$ cat config.mk
export PLATFORM = sky130hd
export DESIGN_NAME = lsm_sequencer_flat
export DESIGN_NICKNAME = d
export VERILOG_FILES = /design/src/rtl/lsm_pkg.sv /design/src/rtl/lsm_sequencer_if.sv /design/src/rtl/lsm_prio_enc.sv /design/src/rtl/lsm_sequencer.sv /design/src/flat_wrapper.sv
export SDC_FILE = /design/constraint.sdc
export NUM_CORES = 1
export LEC_CHECK = 0
export ABC_CLOCK_PERIOD_IN_PS = 2050
export CORE_MARGIN = 2
export CORE_UTILIZATION = 40
export CTS_BUF_LIST = sky130_fd_sc_hd__clkbuf_16
export CTS_CLUSTER_DIAMETER = 60
export CTS_CLUSTER_SIZE = 28
export DETAILED_ROUTE_END_ITERATION = 7
export PLACE_DENSITY_LB_ADDON = 0.25
export SETUP_SLACK_MARGIN = 0.5
export SLEW_MARGIN = 20
export SYNTH_ARGS = -nofsm -noshare
export SYNTH_HDL_FRONTEND = slang
export SYNTH_SLANG_ARGS = --single-unit
$ cat constraint.sdc
create_clock -name CLK -period 2.05 [get_ports CLK]
set_input_delay 0.3075 -clock CLK [delete_from_list [all_inputs] [get_ports CLK]]
set_output_delay 0.3075 -clock CLK [all_outputs]
set_load 0.01 [all_outputs]
$ cat src/rtl/lsm_pkg.sv
// Shared definitions for the load/store-multiple sequencer:
// command codes, FSM states and addressing-mode encodings.
package lsm_pkg;

  // Commands from the LSM_IN2..LSM_IN0 control-word field
  localparam logic [2:0] LSM_HOLD  = 3'b000;
  localparam logic [2:0] LSM_LOAD  = 3'b001;
  localparam logic [2:0] LSM_NEXT  = 3'b010;
  localparam logic [2:0] LSM_ABORT = 3'b100;

  // Addressing modes, encoded as {P, U} taken from IR[24:23]
  localparam logic [1:0] IA = 2'b01;
  localparam logic [1:0] IB = 2'b11;
  localparam logic [1:0] DA = 2'b00;
  localparam logic [1:0] DB = 2'b10;

  typedef enum logic [1:0] {
    IDLE   = 2'd0,
    ACTIVE = 2'd1,
    DONE   = 2'd2
  } state_t;

endpackage

$ cat src/rtl/lsm_sequencer_if.sv
// Bus between the control unit / datapath (master) and the LSM sequencer (slave).
interface lsm_sequencer_if;

  logic [31:0] IR;
  logic        LSM_EN;
  logic [2:0]  LSM_IN;
  logic        LSM_DETECT;
  logic        LSM_END;
  logic [3:0]  REG_NUM;
  logic [4:0]  COUNT;
  logic [7:0]  START_OFF;
  logic [7:0]  WB_OFF;
  logic        BUSY;

  modport master (
    output IR, LSM_EN, LSM_IN,
    input  LSM_DETECT, LSM_END, REG_NUM, COUNT, START_OFF, WB_OFF, BUSY
  );

  modport slave (
    input  IR, LSM_EN, LSM_IN,
    output LSM_DETECT, LSM_END, REG_NUM, COUNT, START_OFF, WB_OFF, BUSY
  );

endinterface

$ cat src/rtl/lsm_prio_enc.sv
// 16-to-4 priority encoder; the lowest set bit wins, index is 0 when nothing is set.
module lsm_prio_enc (
  input  logic [15:0] req_i,
  output logic [3:0]  idx_o,
  output logic        valid_o
);

  // Scan from the top down so the lowest set bit is the last one written
  always_comb begin
    idx_o   = 4'd0;
    valid_o = 1'b0;
    for (int i = 15; i >= 0; i--) begin
      if (req_i[i]) begin
        idx_o   = 4'(i);
        valid_o = 1'b1;
      end
    end
  end

endmodule

$ cat src/rtl/lsm_sequencer.sv
// Load/store-multiple sequencer: latches an LDM/STM register list, walks it
// lowest register first and reports progress plus address offsets.
module lsm_sequencer
  import lsm_pkg::*;
(
  input  logic          CLK,
  input  logic          RST,
  lsm_sequencer_if.slave bus
);

  state_t      state_q, state_d;
  logic [15:0] list_q, list_d;
  logic        p_q, p_d;
  logic        u_q, u_d;
  logic [4:0]  count_q, count_d;

  logic [2:0]  cmd;
  logic [3:0]  regNum;
  logic        regValid;
  logic        lastReg;
  logic [4:0]  loadCount;
  logic [7:0]  fourN;
  logic [7:0]  negFourN;
  logic [7:0]  startOff;
  logic [7:0]  wbOff;
  logic        unusedIr;

  // Without the qualifier every command collapses to HOLD
  assign cmd = bus.LSM_EN ? bus.LSM_IN : LSM_HOLD;

  // Only P, U and the register list are meaningful here
  assign unusedIr = ^{bus.IR[31:25], bus.IR[22:16]};

  lsm_prio_enc u_prio_enc (
    .req_i   (list_q),
    .idx_o   (regNum),
    .valid_o (regValid)
  );

  // Exactly one bit left: clearing the lowest set bit leaves nothing
  assign lastReg = regValid && ((list_q & (list_q - 16'd1)) == 16'd0);

  // Population count of the incoming list, captured as COUNT on LOAD
  always_comb begin
    loadCount = 5'd0;
    for (int i = 0; i < 16; i++) begin
      loadCount = loadCount + {4'd0, bus.IR[i]};
    end
  end

  // FSM state register
  always_ff @(posedge CLK or posedge RST) begin
    if (RST) state_q <= IDLE;
    else     state_q <= state_d;
  end

  // FSM next-state: LOAD restarts from any state, NEXT only advances in ACTIVE
  always_comb begin
    state_d = state_q;
    case (cmd)
      LSM_LOAD:  state_d = (bus.IR[15:0] != 16'd0) ? ACTIVE : DONE;
      LSM_NEXT:  if (state_q == ACTIVE && lastReg) state_d = DONE;
      LSM_ABORT: state_d = IDLE;
      default:   state_d = state_q;
    endcase
  end

  // Next values for the list, addressing mode and count
  always_comb begin
    list_d  = list_q;
    p_d     = p_q;
    u_d     = u_q;
    count_d = count_q;
    case (cmd)
      LSM_LOAD: begin
        list_d  = bus.IR[15:0];
        p_d     = bus.IR[24];
        u_d     = bus.IR[23];
        count_d = loadCount;
      end
      LSM_NEXT: begin
        if (state_q == ACTIVE) list_d = list_q & ~(16'd1 << regNum);
      end
      LSM_ABORT: begin
        list_d  = 16'd0;
        p_d     = 1'b0;
        u_d     = 1'b0;
        count_d = 5'd0;
      end
      default: list_d = list_q;
    endcase
  end

  // Datapath registers holding the captured instruction fields
  always_ff @(posedge CLK or posedge RST) begin
    if (RST) begin
      list_q  <= 16'd0;
      p_q     <= 1'b0;
      u_q     <= 1'b0;
      count_q <= 5'd0;
    end else begin
      list_q  <= list_d;
      p_q     <= p_d;
      u_q     <= u_d;
      count_q <= count_d;
    end
  end

  assign fourN    = {1'b0, count_q, 2'b00};
  assign negFourN = 8'd0 - fourN;

  // FSM outputs: offsets are forced to zero in IDLE so reset/abort read as 0
  always_comb begin
    startOff = 8'd0;
    wbOff    = 8'd0;
    if (state_q != IDLE) begin
      case ({p_q, u_q})
        IA:      startOff = 8'd0;
        IB:      startOff = 8'd4;
        DA:      startOff = negFourN + 8'd4;
        default: startOff = negFourN;
      endcase
      wbOff = u_q ? fourN : negFourN;
    end
  end

  assign bus.LSM_DETECT = regValid;
  assign bus.LSM_END    = lastReg;
  assign bus.REG_NUM    = regNum;
  assign bus.COUNT      = count_q;
  assign bus.START_OFF  = startOff;
  assign bus.WB_OFF     = wbOff;
  assign bus.BUSY       = (state_q == ACTIVE);

endmodule

$ cat src/flat_wrapper.sv
// flat-port wrapper written by rule: the top's interface ports become plain ports
module lsm_sequencer_flat import lsm_pkg::*;
  (CLK, RST, bus_IR, bus_LSM_EN, bus_LSM_IN, bus_LSM_DETECT, bus_LSM_END, bus_REG_NUM, bus_COUNT, bus_START_OFF, bus_WB_OFF, bus_BUSY);
  lsm_sequencer_if bus_i ();
  input  logic CLK;
  input  logic RST;
  input wire logic [$bits(bus_i.IR)-1:0] bus_IR;
  input wire logic [$bits(bus_i.LSM_EN)-1:0] bus_LSM_EN;
  input wire logic [$bits(bus_i.LSM_IN)-1:0] bus_LSM_IN;
  output wire logic [$bits(bus_i.LSM_DETECT)-1:0] bus_LSM_DETECT;
  output wire logic [$bits(bus_i.LSM_END)-1:0] bus_LSM_END;
  output wire logic [$bits(bus_i.REG_NUM)-1:0] bus_REG_NUM;
  output wire logic [$bits(bus_i.COUNT)-1:0] bus_COUNT;
  output wire logic [$bits(bus_i.START_OFF)-1:0] bus_START_OFF;
  output wire logic [$bits(bus_i.WB_OFF)-1:0] bus_WB_OFF;
  output wire logic [$bits(bus_i.BUSY)-1:0] bus_BUSY;
  assign bus_i.IR = bus_IR;
  assign bus_i.LSM_EN = bus_LSM_EN;
  assign bus_i.LSM_IN = bus_LSM_IN;
  assign bus_LSM_DETECT = bus_i.LSM_DETECT;
  assign bus_LSM_END = bus_i.LSM_END;
  assign bus_REG_NUM = bus_i.REG_NUM;
  assign bus_COUNT = bus_i.COUNT;
  assign bus_START_OFF = bus_i.START_OFF;
  assign bus_WB_OFF = bus_i.WB_OFF;
  assign bus_BUSY = bus_i.BUSY;
  lsm_sequencer u_core (.CLK(CLK), .RST(RST), .bus(bus_i));
endmodule
==> qor.json <==
{
  "global_routing": {
    "grt_first_pass_wirelength_mm": 13.6,
    "via_count_of_the_first_global_routing_pass": 2799,
    "grt_overflow": 0,
    "pin_count_of_the_biggest_net_entering_global_routing": 26,
    "globalRouteTotalUtil_pct": 26.8,
    "grt_antenna_before_repair": 0
  },
  "routing": {
    "dr_total_vias": 2899,
    "dr.pass1.iters": 4,
    "wl_mm": 9.22,
    "antenna_violating_nets_post_route": 0,
    "highest_layer": "met4",
    "routed_length_on_met3_um": 561,
    "wl_met2_mm": 4.52,
    "initialDrtViolationCount": 250,
    "drt_drc_violations_left": 0,
    "detail_route.vias_per_cell": 5.56,
    "post_drt_wl_per_cell_um": 17.7,
    "routedLengthMet1_mm": 3.84
  },
  "worst_setup_path": {
    "required_worst_endpoint_ns": 2.19,
    "path_common_cell": "sky130_fd_sc_hd__fa_1",
    "cp-end-kind": "register",
    "cpLargestDelayFamily": "adder cells",
    "timing.critical_path.cells": "buf_8 > inv_8 > ha_4 > inv_2 > fa_1 > fa_1 > fa_1 > fa_1 > fa_2 > inv_2 > fa_2 > a22o_1 > a22o_1",
    "cpMaxStageDelayCell": "sky130_fd_sc_hd__fa_1",
    "r2r_start": "u_core.list_q[0]",
    "cp_slowest_stage_delay_ns": 0.57,
    "critPathMaxFanout": 2,
    "worstSetupStartpointType": "input port",
    "worstPathArrival_ns": 3.80,
    "worst-path-buf-inv": 4,
    "timing.setup.critical_path_class": "in -> reg",
    "crit_path_start": "bus_IR[1]"
  },
  "pwr": {
    "power.share.combinational_pct": 74.4,
    "max-vdd-ir-drop_mv": 0.937,
    "power.density_cell_area_nw_per_um2": 1110,
    "power.sequential.fraction_pct": 16.6,
    "total_leakage_power_nw": 2.02,
    "total_power_w": 0.00487,
    "pwr-share-clk_pct": 9.0,
    "cellInternalPower_w": 0.00286,
    "power.switching_fraction_pct": 41.3,
    "net-switching-power_w": 0.00201
  },
  "clock_network": {
    "clock_sink_count": 25,
    "ctsRootBufferMaster": "sky130_fd_sc_hd__clkbuf_16",
    "cts_tree": "built",
    "cts_buffers": 3,
    "cts_buffer_depth": 2,
    "worstSkewPairLatency_ns": 0.26,
    "path_clk_slew_ns": 0.06,
    "cts-htree-levels": 1
  },
  "logic_synthesis": {
    "postSynth.asyncResetShare_pct": 100,
    "synth_cell_type_count": 54,
    "synth-edff-count": 0,
    "synthFlopType": "sky130_fd_sc_hd__dfrtp_1",
    "synth-seq-area-share_pct": 25.8,
    "synthesis.area_um2": 2430,
    "syn-instance-count": 299,
    "ys.warnings.count": 0,
    "synth.avg_cell_area_um2": 8.11,
    "synth_seq_cells": 25
  },
  "sta": {
    "worst_slew_pin_slew_ns": 0.549,
    "hold_viol": 0,
    "rsz_0062_raised_after_global_routing": "true",
    "postLayoutSetupSlackWorst_ns": -1.61,
    "clock.fmax_mhz": 274,
    "tcrit_tclk_final_pct": 178,
    "holdWs_ns": 0.395,
    "setup_violations": 18,
    "relative_slew_slack_pct": 63.1,
    "maxSlewViolCount": 0,
    "skew_ns": 0.0102,
    "period_minus_slack_ns": 3.66
  },
  "placed_design": {
    "port_buffers": 47,
    "place_congestion": 0.841,
    "dp_hpwl_mm": 5.82
  },
  "die": {
    "die_h_um": 81.9,
    "fp.dieArea_um2": 6700,
    "die_w_um": 81.9,
    "row_count": 28,
    "pin_count": 66,
    "core_area_um2": 5890,
    "initial_core_util_pct": 41.2
  },
  "hold_path": {
    "timing.hold.worst.start": "bus_IR[1]",
    "hold_removal_path_class": "in -> reg"
  },
  "status": {
    "status": "finished with violations",
    "failed_checks": "negative setup slack"
  },
  "layout": {
    "drive_above_1_share_pct": 51.8,
    "nets": 504,
    "final_cell_mix": "sky130_fd_sc_hd__buf_4 (78), sky130_fd_sc_hd__buf_6 (43), sky130_fd_sc_hd__nand2_1 (28)",
    "areaGrowthSynthToFinish_pct": 81.4,
    "mostFrequentLayoutCell": "sky130_fd_sc_hd__buf_4",
    "antenna_cells": 0
  },
  "flow_run": {
    "maxCapViolCount": 0
  }
}
stage by stage:
stage | setup WS, ns | utilization (%) | cells | instance area (um^2) | setup TNS [ns]
after floorplan | -1.67 | - | 302 | 2640 | -7.81
after global placement | -2.32 | 61.3 | 474 | 3610 | -14.09
after detailed placement | -2.36 | 61.3 | 474 | 3610 | -14.90
after CTS | -1.76 | 69.9 | 507 | 4110 | -9.03
after global routing | -1.72 | 74.8 | 521 | 4400 | -10.26
final | -1.61 | 74.8 | 521 | 4400 | -8.87
timing repair:
| action | in CTS | in global routing |
|---|---|---|
| hold buffers | 0 | 0 |
| setup endpoints to repair | 46 | 44 |
| pin swaps | 41 | 30 |
| gates cloned | 0 | 0 |
| gates resized for setup | 168 | 41 |
| buffers inserted | 29 | 14 |
cell usage after synthesis (3+ instances only):
| cell type | n | area [um^2] |
|---|---|---|
| sky130_fd_sc_hd__nand2b_1 | 6 | 37.5 |
| sky130_fd_sc_hd__a21o_1 | 3 | 22.5 |
| sky130_fd_sc_hd__a21oi_1 | 11 | 55.1 |
| sky130_fd_sc_hd__o21ai_1 | 3 | 15.0 |
| sky130_fd_sc_hd__ha_1 | 9 | 113 |
| sky130_fd_sc_hd__buf_4 | 4 | 30.0 |
| sky130_fd_sc_hd__xor2_1 | 5 | 43.8 |
| sky130_fd_sc_hd__o21ai_0 | 16 | 80.1 |
| sky130_fd_sc_hd__o311ai_0 | 3 | 26.3 |
| sky130_fd_sc_hd__fa_1 | 10 | 200 |
| sky130_fd_sc_hd__xnor2_1 | 6 | 52.6 |
| sky130_fd_sc_hd__a32o_1 | 4 | 40.0 |
| sky130_fd_sc_hd__dfrtp_1 | 25 | 626 |
| sky130_fd_sc_hd__buf_2 | 5 | 25.0 |
| sky130_fd_sc_hd__a22o_1 | 11 | 96.3 |
| sky130_fd_sc_hd__nor3b_1 | 4 | 30.0 |
| sky130_fd_sc_hd__inv_1 | 34 | 128 |
| sky130_fd_sc_hd__clkbuf_1 | 13 | 48.8 |
| sky130_fd_sc_hd__nor2b_1 | 4 | 25.0 |
| sky130_fd_sc_hd__nor2_1 | 22 | 82.6 |
| sky130_fd_sc_hd__nor4_1 | 6 | 37.5 |
| sky130_fd_sc_hd__or3_1 | 6 | 37.5 |
| sky130_fd_sc_hd__nand2_1 | 30 | 113 |
| sky130_fd_sc_hd__or4_1 | 4 | 30.0 |
| sky130_fd_sc_hd__a32oi_1 | 6 | 52.6 |
| sky130_fd_sc_hd__nor3_1 | 7 | 35.0 |
| sky130_fd_sc_hd__nand3_1 | 8 | 40.0 |
worst paths after layout:
kind | end | slack (ns) | cells past startpoint
max | u_core.bus.COUNT[1] | -1.61 | 13
min | u_core.list_q[1] | 0.40 | 4
max reg2reg | u_core.list_q[12] | -0.19 | 6
min reg2reg | u_core.list_q[12] | 0.68 | 1
max in group asynchronous | u_core.bus.COUNT[4] | 1.36 | 3
min in group asynchronous | u_core.list_q[8] | 0.41 | 3
registers in the layout, indices dropped and copies added, names as in the netlist:
register / count
u_core.p_q: 1
u_core.state_q: 2
u_core.u_q: 1
u_core.bus.COUNT: 5
u_core.list_q: 16
metal layers:
layer / vias to the layer above / global-route usage (%)
li1: 1353 / -
met1: 1409 / 36.1
met2: 115 / 44.8
met3: 22 / 2.97
met4: 0 / 9.17
met5: - / 0
power groups by stage:
stage	clock network [W]	logic, W	registers, W
global placement	0	0.00251	0.000799
detailed placement	0	0.00258	0.000809
floorplan	0	0.00147	0.000808
CTS	0.000439	0.00315	0.000779
finish	0.000437	0.00362	0.000810
global route	0.000464	0.00387	0.000815
cell type report:
type	instances	area, um^2
fill	400	1480
inverter	34	143
clock inverter	1	3.75
timing repair buffer	164	1450
tap	75	93.8
sequential	25	636
clock buffer	3	75.1
multi-input combinational	219	2000
worst min-delay path: cells and delay by family:
kind,cells,cell delay (ns)
and+or+nand+nor,1,0.06
buffers and inverters,2,0.20
AOI/OAI and AO/OA,1,0.05
logic make-up after synthesis:
family / synth area share, %
AO/OA/AOI/OAI: 22.7
AND/OR/NAND/NOR: 22.7
multiplexers: 0.413
other: 0.155
flip-flops: 25.8
adder cells (fa/ha/maj): 13.8
buffers and inverters: 10.5
XOR/XNOR: 3.97
Power figures use the tool's default switching activity.
